===== src/rtl/control_unit.sv =====
// Multi-cycle sequencer driving every control input of the CPU datapath.
// Control outputs are Moore-decoded from the registered state, opcode, cond and status flags.
module control_unit #(
  parameter int READ_WAIT = 1
) (
  input  logic        clock,
  input  logic        reset,
  input  logic [15:0] current_instruction,
  input  logic        Z_in,
  input  logic        N_in,
  input  logic        resume,
  output logic        reg_write,
  output logic        mem_to_reg,
  output logic        fetch_instruction,
  output logic        alu_override_imm8,
  output logic        alu_override_imm4,
  output logic        alu_set_flags,
  output logic        set_pc,
  output logic        pc_from_register,
  output logic        mem_write,
  output logic        mem_write_is_stack,
  output logic        mem_write_next_pc,
  output logic        set_sp,
  output logic        increase_sp,
  output logic        halted,
  output logic        illegal,
  output logic [15:0] retired
);

  typedef enum logic [2:0] {
    FETCH,
    DECODE,
    WAIT,
    SPINC,
    EXEC,
    EXEC2,
    HALT
  } stateT;

  localparam int            CW         = (READ_WAIT > 0) ? $clog2(READ_WAIT + 1) : 1;
  localparam logic [CW-1:0] FETCH_LAST = CW'(READ_WAIT);
  localparam logic [CW-1:0] WAIT_LAST  = CW'((READ_WAIT > 0) ? READ_WAIT - 1 : 0);
  localparam bit            HAS_WAIT   = (READ_WAIT > 0);

  localparam logic [3:0] OP_ALU   = 4'h0;
  localparam logic [3:0] OP_IMM4  = 4'h1;
  localparam logic [3:0] OP_IMM8  = 4'h2;
  localparam logic [3:0] OP_LOAD  = 4'h3;
  localparam logic [3:0] OP_STORE = 4'h4;
  localparam logic [3:0] OP_PUSH  = 4'h5;
  localparam logic [3:0] OP_POP   = 4'h6;
  localparam logic [3:0] OP_HALT  = 4'h7;
  localparam logic [3:0] OP_JMP   = 4'h8;
  localparam logic [3:0] OP_CALL  = 4'h9;

  stateT         state_q, state_d;
  logic [CW-1:0] waitCnt_q, waitCnt_d;
  logic          running_q;
  logic          illegal_q;
  logic [15:0]   retired_q;
  logic          retire;
  logic          setIllegal;

  logic [3:0] opcode;
  logic [3:0] cond;
  logic       jmpTaken;
  logic       unusedOperandBits;

  assign opcode            = current_instruction[15:12];
  assign cond              = current_instruction[3:0];
  assign unusedOperandBits = ^current_instruction[11:4];

  always_comb begin
    case (cond)
      4'h0:    jmpTaken = 1'b1;
      4'h1:    jmpTaken = Z_in;
      4'h2:    jmpTaken = !Z_in;
      4'h3:    jmpTaken = N_in;
      4'h4:    jmpTaken = !N_in;
      default: jmpTaken = 1'b0;
    endcase
  end

  always_comb begin
    state_d    = state_q;
    waitCnt_d  = waitCnt_q;
    retire     = 1'b0;
    setIllegal = 1'b0;
    if (running_q) begin
      case (state_q)
        FETCH: begin
          if (waitCnt_q == FETCH_LAST) begin
            waitCnt_d = '0;
            state_d   = DECODE;
          end else begin
            waitCnt_d = waitCnt_q + CW'(1);
          end
        end
        DECODE: begin
          case (opcode)
            OP_LOAD: state_d = HAS_WAIT ? WAIT : EXEC;
            OP_POP:  state_d = SPINC;
            OP_HALT: begin
              state_d = HALT;
              retire  = 1'b1;
            end
            OP_ALU, OP_IMM4, OP_IMM8, OP_STORE, OP_PUSH, OP_JMP, OP_CALL: state_d = EXEC;
            default: begin
              state_d    = EXEC;
              setIllegal = 1'b1;
            end
          endcase
        end
        SPINC: state_d = HAS_WAIT ? WAIT : EXEC;
        WAIT: begin
          if (waitCnt_q == WAIT_LAST) begin
            waitCnt_d = '0;
            state_d   = EXEC;
          end else begin
            waitCnt_d = waitCnt_q + CW'(1);
          end
        end
        EXEC: begin
          if (opcode == OP_CALL) begin
            state_d = EXEC2;
          end else begin
            state_d = FETCH;
            retire  = 1'b1;
          end
        end
        EXEC2: begin
          state_d = FETCH;
          retire  = 1'b1;
        end
        HALT: begin
          if (resume) state_d = FETCH;
        end
        default: state_d = FETCH;
      endcase
    end
  end

  always_comb begin
    reg_write          = 1'b0;
    mem_to_reg         = 1'b0;
    fetch_instruction  = 1'b0;
    alu_override_imm8  = 1'b0;
    alu_override_imm4  = 1'b0;
    alu_set_flags      = 1'b0;
    set_pc             = 1'b0;
    pc_from_register   = 1'b0;
    mem_write          = 1'b0;
    mem_write_is_stack = 1'b0;
    mem_write_next_pc  = 1'b0;
    set_sp             = 1'b0;
    increase_sp        = 1'b0;
    halted             = 1'b0;
    if (running_q) begin
      case (state_q)
        FETCH: begin
          fetch_instruction = 1'b1;
          set_pc            = (waitCnt_q == FETCH_LAST);
        end
        SPINC: begin
          set_sp      = 1'b1;
          increase_sp = 1'b1;
        end
        EXEC: begin
          case (opcode)
            OP_ALU: begin
              reg_write     = 1'b1;
              alu_set_flags = 1'b1;
            end
            OP_IMM4: begin
              reg_write         = 1'b1;
              alu_set_flags     = 1'b1;
              alu_override_imm4 = 1'b1;
            end
            OP_IMM8: begin
              reg_write         = 1'b1;
              alu_override_imm8 = 1'b1;
            end
            OP_LOAD, OP_POP: begin
              reg_write  = 1'b1;
              mem_to_reg = 1'b1;
            end
            OP_STORE: mem_write = 1'b1;
            OP_PUSH: begin
              mem_write          = 1'b1;
              mem_write_is_stack = 1'b1;
              set_sp             = 1'b1;
            end
            OP_JMP: begin
              set_pc           = jmpTaken;
              pc_from_register = jmpTaken;
            end
            OP_CALL: begin
              mem_write          = 1'b1;
              mem_write_is_stack = 1'b1;
              mem_write_next_pc  = 1'b1;
              set_sp             = 1'b1;
            end
            default: ;
          endcase
        end
        EXEC2: begin
          set_pc           = 1'b1;
          pc_from_register = 1'b1;
        end
        HALT: halted = 1'b1;
        default: ;
      endcase
    end
  end

  // running_q gives one quiet cycle after reset, with every output low, before fetching.
  always_ff @(posedge clock) begin
    if (reset) begin
      state_q   <= FETCH;
      waitCnt_q <= '0;
      running_q <= 1'b0;
      illegal_q <= 1'b0;
      retired_q <= 16'd0;
    end else begin
      state_q   <= state_d;
      waitCnt_q <= waitCnt_d;
      running_q <= 1'b1;
      if (setIllegal) illegal_q <= 1'b1;
      if (retire) retired_q <= retired_q + 16'd1;
    end
  end

  assign illegal = illegal_q;
  assign retired = retired_q;

  memWriteNotFetch: assert property (@(posedge clock) disable iff (reset)
    !(mem_write && fetch_instruction));
  setPcNotNextPc: assert property (@(posedge clock) disable iff (reset)
    !(set_pc && mem_write_next_pc));
  incSpNeedsSetSp: assert property (@(posedge clock) disable iff (reset)
    !(increase_sp && !set_sp));
  noWriteWhileHalted: assert property (@(posedge clock) disable iff (reset)
    !(reg_write && halted));

endmodule


===== config.mk =====
export PLATFORM = sky130hd
export DESIGN_NAME = control_unit
export DESIGN_NICKNAME = d
export VERILOG_FILES = /design/src/rtl/control_unit.sv
export SDC_FILE = /design/constraint.sdc
export NUM_CORES = 1
export LEC_CHECK = 0
export ABC_CLOCK_PERIOD_IN_PS = 1800
export BUFFER_PORTS_ARGS = -buffer_cell sky130_fd_sc_hd__buf_2
export CAP_MARGIN = 20
export CORE_MARGIN = 5
export CORE_UTILIZATION = 35
export CTS_CLUSTER_SIZE = 24
export DETAILED_ROUTE_END_ITERATION = 10
export GPL_TIMING_DRIVEN = 0
export SKIP_LAST_GASP = 1
export SYNTH_ARGS = -nofsm -noshare
export SYNTH_HDL_FRONTEND = slang
export SYNTH_SLANG_ARGS = --single-unit

===== constraint.sdc =====
create_clock -name clock -period 1.8 [get_ports clock]
set_input_delay 0 -clock clock [delete_from_list [all_inputs] [get_ports clock]]
set_output_delay 0 -clock clock [all_outputs]
set_load 0.02 [all_outputs]

==> results.cfg, run 1 <==
[critical_path]
cp_max_fo = 9
required_ns = 1.96
slowest_delay_ns = 0.38
cp-end-kind = flop
slowest_stage = dfxtp_2
start_kind = flop
critPathArrivalTime_ns = 1.86
critPathKind = flop to flop
critical_path.cell_chain = nor2b_2 -> buf_6 -> o2111ai_2 -> buf_6 -> nor4b_4 -> mux2_2
crit_top_cell = buf_6

[synth]
yosysTopAreaCell = dfxtp_1
yosys-top-cells-area = dfxtp_1 (32%), a21oi_1 (6.9%), o31ai_1 (5.5%)
postSynthCellCount = 176
yosysTopAreaCellShare_pct = 32.1
ys_async_sr_fraction_pct = 0
syn_nets = 198
yosysSeqAreaShare_pct = 32.1
ys_types = 41
synth_seq_cells = 22
synth-edff-count = 0
syn_area_mm2 = 0.00137
synth_ff_type = dfxtp_1
avgSynthCellArea_um2 = 7.81
ys_warn_count = 0

[cells_and_area]
fin_area_mm2 = 0.00182
layout-drive-gt1-share_pct = 33.8
mostFrequentLayoutCell = buf_2
antenna_cells = 0
mostFrequentLayoutCells = buf_2 (43), nor2_1 (19), dfxtp_1 (19)
area_growth_pct = 32.2
final_nets = 245
instances_no_fill = 270

[status]
outcome = complete, no violations

[placed_design]
place.gp.congestion = 0.845
placed_area_mm2 = 0.00164
place_hpwl_um = 2720
place.port_buffers = 41
place_inst = 265

[floorplanning]
ioPinCount = 52
start_util_pct = 36.7
die_y_um = 72.7
row_count = 22
core_area_mm2 = 0.00374
dieWidth_um = 72.7
die-area_mm2 = 0.00528

[job]
max_cap_violations = 0

[drt]
drc = 0
first_pass_iters = 4
vias_per_cell = 5.40
via_count = 1457
first_iter_violations = 45
postRouteAntennaNets = 0
wl_per_cell_um = 14.0
finalWirelength_um = 3770

[timing]
setup_viol = 0
fin_crit_ns = 1.70
clock_skew_ns = 0.00602
max_freq_mhz = 588
final-max-slew-violation-count = 0
finalCritPeriodShare_pct = 94.5
worst_slew_pin_slew_ns = 0.531
relSlewSlack_pct = 64.6
finalHoldViolCount = 0
holdWs_ns = 0.00409

[grt]
grt_max_degree = 14
gr-usage-all-layers_pct = 14.6
grt_remaining_overflow = 0
antenna_found_initial = 0
grt_pass1_vias = 1366
grt_pass1_wl_um = 6270

[power]
power_density_mw_per_mm2 = 638
total_power_w = 0.00116
p_leak_nw = 0.723
peakVddDrop_mv = 0.423

[clock_network]
cts_hold_buf = 0
htreeDepth = 1
root_buffer = clkbuf_8
clk_latency_ns = 0.27
clk_pin_slew_ns = 0.08
numClockSinks = 22
cts_tree = built
cts_buffers = 3
cts_buffer_depth = 2

[hold_path]
min_path_type = input pin to flop
==> worst paths after layout <==
check,from,to,slack [ns],cells after the start
min reg2reg,illegal,illegal,0.49,2
min,reset,running_q,0.004,2
max,state_q[1],retired[15],0.1,6
max reg2reg,state_q[1],retired[15],0.1,6
==> cell type report <==
type | instances | area, µm²
Fill cell | 401 | 1930
Multi-Input combinational cell | 136 | 920
Sequential cell | 22 | 444
Timing Repair Buffer | 44 | 233
Buffer | 12 | 73.8
Tap cell | 48 | 60.1
Clock buffer | 3 | 41.3
Clock inverter | 1 | 30.0
Inverter | 4 | 15.0
==> kinds of logic (layout without fill, tap and decap cells) <==
group | Yosys count | in the layout | share of synthesized area (%)
adder cells (fa/ha/maj) | 1 | 1 | 0.911
AO/OA/AOI/OAI | 49 | 49 | 22.5
AND/OR/NAND/NOR | 78 | 78 | 33.0
buffers and inverters | 18 | 64 | 5.65
flip-flops | 22 | 22 | 32.1
multiplexers | 5 | 5 | 4.01
XOR/XNOR | 3 | 3 | 1.91
==> metrics by stage <==
stage / setup TNS (ns) / utilization (%) / worst slack (ns)
after floorplan: 0 / - / 0.0511
after global placement: -0.210 / 43.8 / -0.0961
after detailed placement: -0.203 / 43.8 / -0.101
after CTS: -0.00373 / 47.2 / -0.00373
after global routing: -0.0128 / 48.5 / -0.0128
final: 0 / 48.5 / 0.0994
==> sequential cells by signal, indices dropped and copies added, names as in the netlist <==
name and count:
waitCnt_q 1, state_q 3, retired 16, illegal 1
running_q 1
==> worst max-delay path: cells and delay by family (launching register included) <==
family                 cells  cell delay, ns
buffers and inverters      2            0.33
flip-flops                 1            0.38
AND/OR/NAND/NOR            2            0.39
AO/OA/AOI/OAI              1            0.15
multiplexers               1            0.35
==> power by group <==
| part | total, W | internal (W) | switching, W |
|---|---|---|---|
| logic | 0.000186 | 0.0000679 | 0.000118 |
| clock network | 0.000467 | 0.000297 | 0.000170 |
| registers | 0.000507 | 0.000496 | 0.0000110 |
==> metal layers <==
layer | GRT usage [%] | wire length [µm] | vias to the layer above
li1 | - | - | 750
met1 | 20.6 | 1870 | 660
met2 | 22.1 | 1600 | 43
met3 | 2.75 | 268 | 4
met4 | 4.92 | 32 | 0
met5 | 0 | 0 | -
==> cell usage after synthesis (all sizes together) (2+ instances only) <==
master	count
dfxtp	22
a21oi	19
nor2	19
buf	10
nand2	10
o31ai	10
or4	10
o21ai	9
nand3	6
nor2b	6
nand2b	5
clkbuf	4
inv	4
mux2	4
a211oi	3
and4	3
or3	3
and2	2
nand4	2
nor3	2
nor4	2
o2111ai	2
xnor2	2
==> what timing repair did <==
item	4_1_cts	5_1_grt
setup endpoints to repair	9	12
gates resized for setup	9	18
setup buffers	2	1
Power figures use the tool's default switching activity.
==> inputs of run 2 (changes only) <==
Settings changed: CORE_ASPECT_RATIO from default to 1.25.
==> results.cfg, run 2 (synthesized netlist as in run 1, its figures left out) <==
[power]
peakVddDrop_mv = 0.315
total_power_w = 0.000997
p_leak_nw = 0.711
power_density_mw_per_mm2 = 547

[job]
max_cap_violations = 0

[cells_and_area]
final_nets = 247
fillCellCount = 399
antenna_cells = 0
layout-drive-gt1-share_pct = 34.1
instances_no_fill = 277
area_growth_pct = 32.7
mostFrequentLayoutCells = buf_2 (45), nor2_1 (19), a21oi_1 (18), dfxtp_1 (18)
mostFrequentLayoutCell = buf_2
largest_register_ffs = 16

[critical_path]
cp-end-kind = flop
start_kind = flop
rr_startpoint = running_q
cp_max_fo = 7
critPathArrivalTime_ns = 1.91
critPathKind = flop to flop
required_ns = 1.99
crit_path_start = running_q

[clock_network]
cts_buffers = 3
clk_pin_slew_ns = 0.08
clk_latency_ns = 0.26
htreeDepth = 1
root_buffer = clkbuf_8
numClockSinks = 22
cts_tree = built
cts_buffer_depth = 2

[floorplanning]
ioPinCount = 52
start_util_pct = 36.3
die-area_mm2 = 0.00529
core_area_mm2 = 0.00378
die_y_um = 80.0
row_count = 25
dieWidth_um = 66.0

[drt]
vias_per_cell = 5.31
first_iter_violations = 106
drc = 0
via_count = 1470
finalWirelength_um = 3760
wl_per_cell_um = 13.6
first_pass_iters = 4
postRouteAntennaNets = 0

[grt]
grt_max_degree = 12
grt_pass1_vias = 1385
use_met2_pct = 25.6
grt.met3_usage_pct = 1.83
antenna_found_initial = 0
grt_pass1_wl_um = 6180
grt_remaining_overflow = 0
gr-usage-all-layers_pct = 14.6
busiest_layer = met2
gr-usage-met1_pct = 17.2

[timing]
finalHoldViolCount = 0
finalCritPeriodShare_pct = 95.3
relSlewSlack_pct = 64.3
final-max-slew-violation-count = 0
worst_slew_pin_slew_ns = 0.536
holdWs_ns = 0.108
fin_crit_ns = 1.72
setup_viol = 0
tns_ns = 0
rsz0062_at_grt = true
max_freq_mhz = 583
clock_skew_ns = 0.00215

[placed_design]
place.port_buffers = 41
place_hpwl_um = 2690
place_inst = 271
place.gp.congestion = 0.761

[status]
outcome = complete, no violations

[hold_path]
min_path_type = input pin to flop
hp-start = current_instruction[15]
-- run 2: cell types whose count changed in the layout (fill, tap and decap cells not counted), sizes merged --
cell,change
dlygate4sd3,+1
clkbuf,-1
buf,+1
bufinv,-1
clkdlybuf4s15,+1
-- run 2: final timing paths --
kind | slack [ns] | to | depth (start not counted)
max | 0.08 | retired[7] | 6
min | 0.11 | illegal | 3
max reg2reg | 0.08 | retired[7] | 6
min reg2reg | 0.47 | illegal | 2
-- run 2: timing repair --
action / in CTS / in global routing
hold buffers: 1 / 0
gates resized for setup: 8 / 19
hold endpoints to repair: 1 / 0
endpoints found under the setup margin: 9 / 15
buffers inserted: 3 / 0
gates cloned: 1 / 0
-- run 2: through the flow --
stage | cell area, µm² | utilization [%] | setup WS (ns)
final | 1820 | 48.2 | 0.0844
after global routing | 1820 | 48.2 | -0.000706
after CTS | 1760 | 46.5 | -0.0183
after detailed placement | 1650 | 43.5 | -0.113
after global placement | 1650 | 43.5 | -0.118
after floorplan | 1370 | - | 0.0511
-- run 2: layer usage --
layer	wire length [µm]	up-vias
met1	1710	693
met5	0	-
met4	51	0
met2	1880	22
li1	-	751
met3	115	4
-- run 2: area by class of cell --
type	instances	area, µm²	share of cell area [%]
multi-input cells	136	927	50.9
flip-flops and latches	22	445	24.4
repair buffers	46	251	13.8
plain buffers	12	75.1	4.12
well taps	54	67.6	3.71
clock buffers	3	41.3	2.26
inverters	4	15.0	0.824
-- run 2: where the power goes --
group / switching [W] / internal, W / total [W]
Combinational: 0.000118 / 0.0000684 / 0.000186
Sequential: 0.0000125 / 0.000496 / 0.000509
Clock: 0.000153 / 0.000149 / 0.000303
Total: 0.000283 / 0.000714 / 0.000997
-- run 2: critical path, stage by stage (launching register included) --
cell	delay, ns
dfxtp_2	0.36
nor2b_4	0.15
buf_6	0.15
o2111ai_4	0.15
clkdlybuf4s15_2	0.29
or4_1	0.40
a21oi_1	0.14
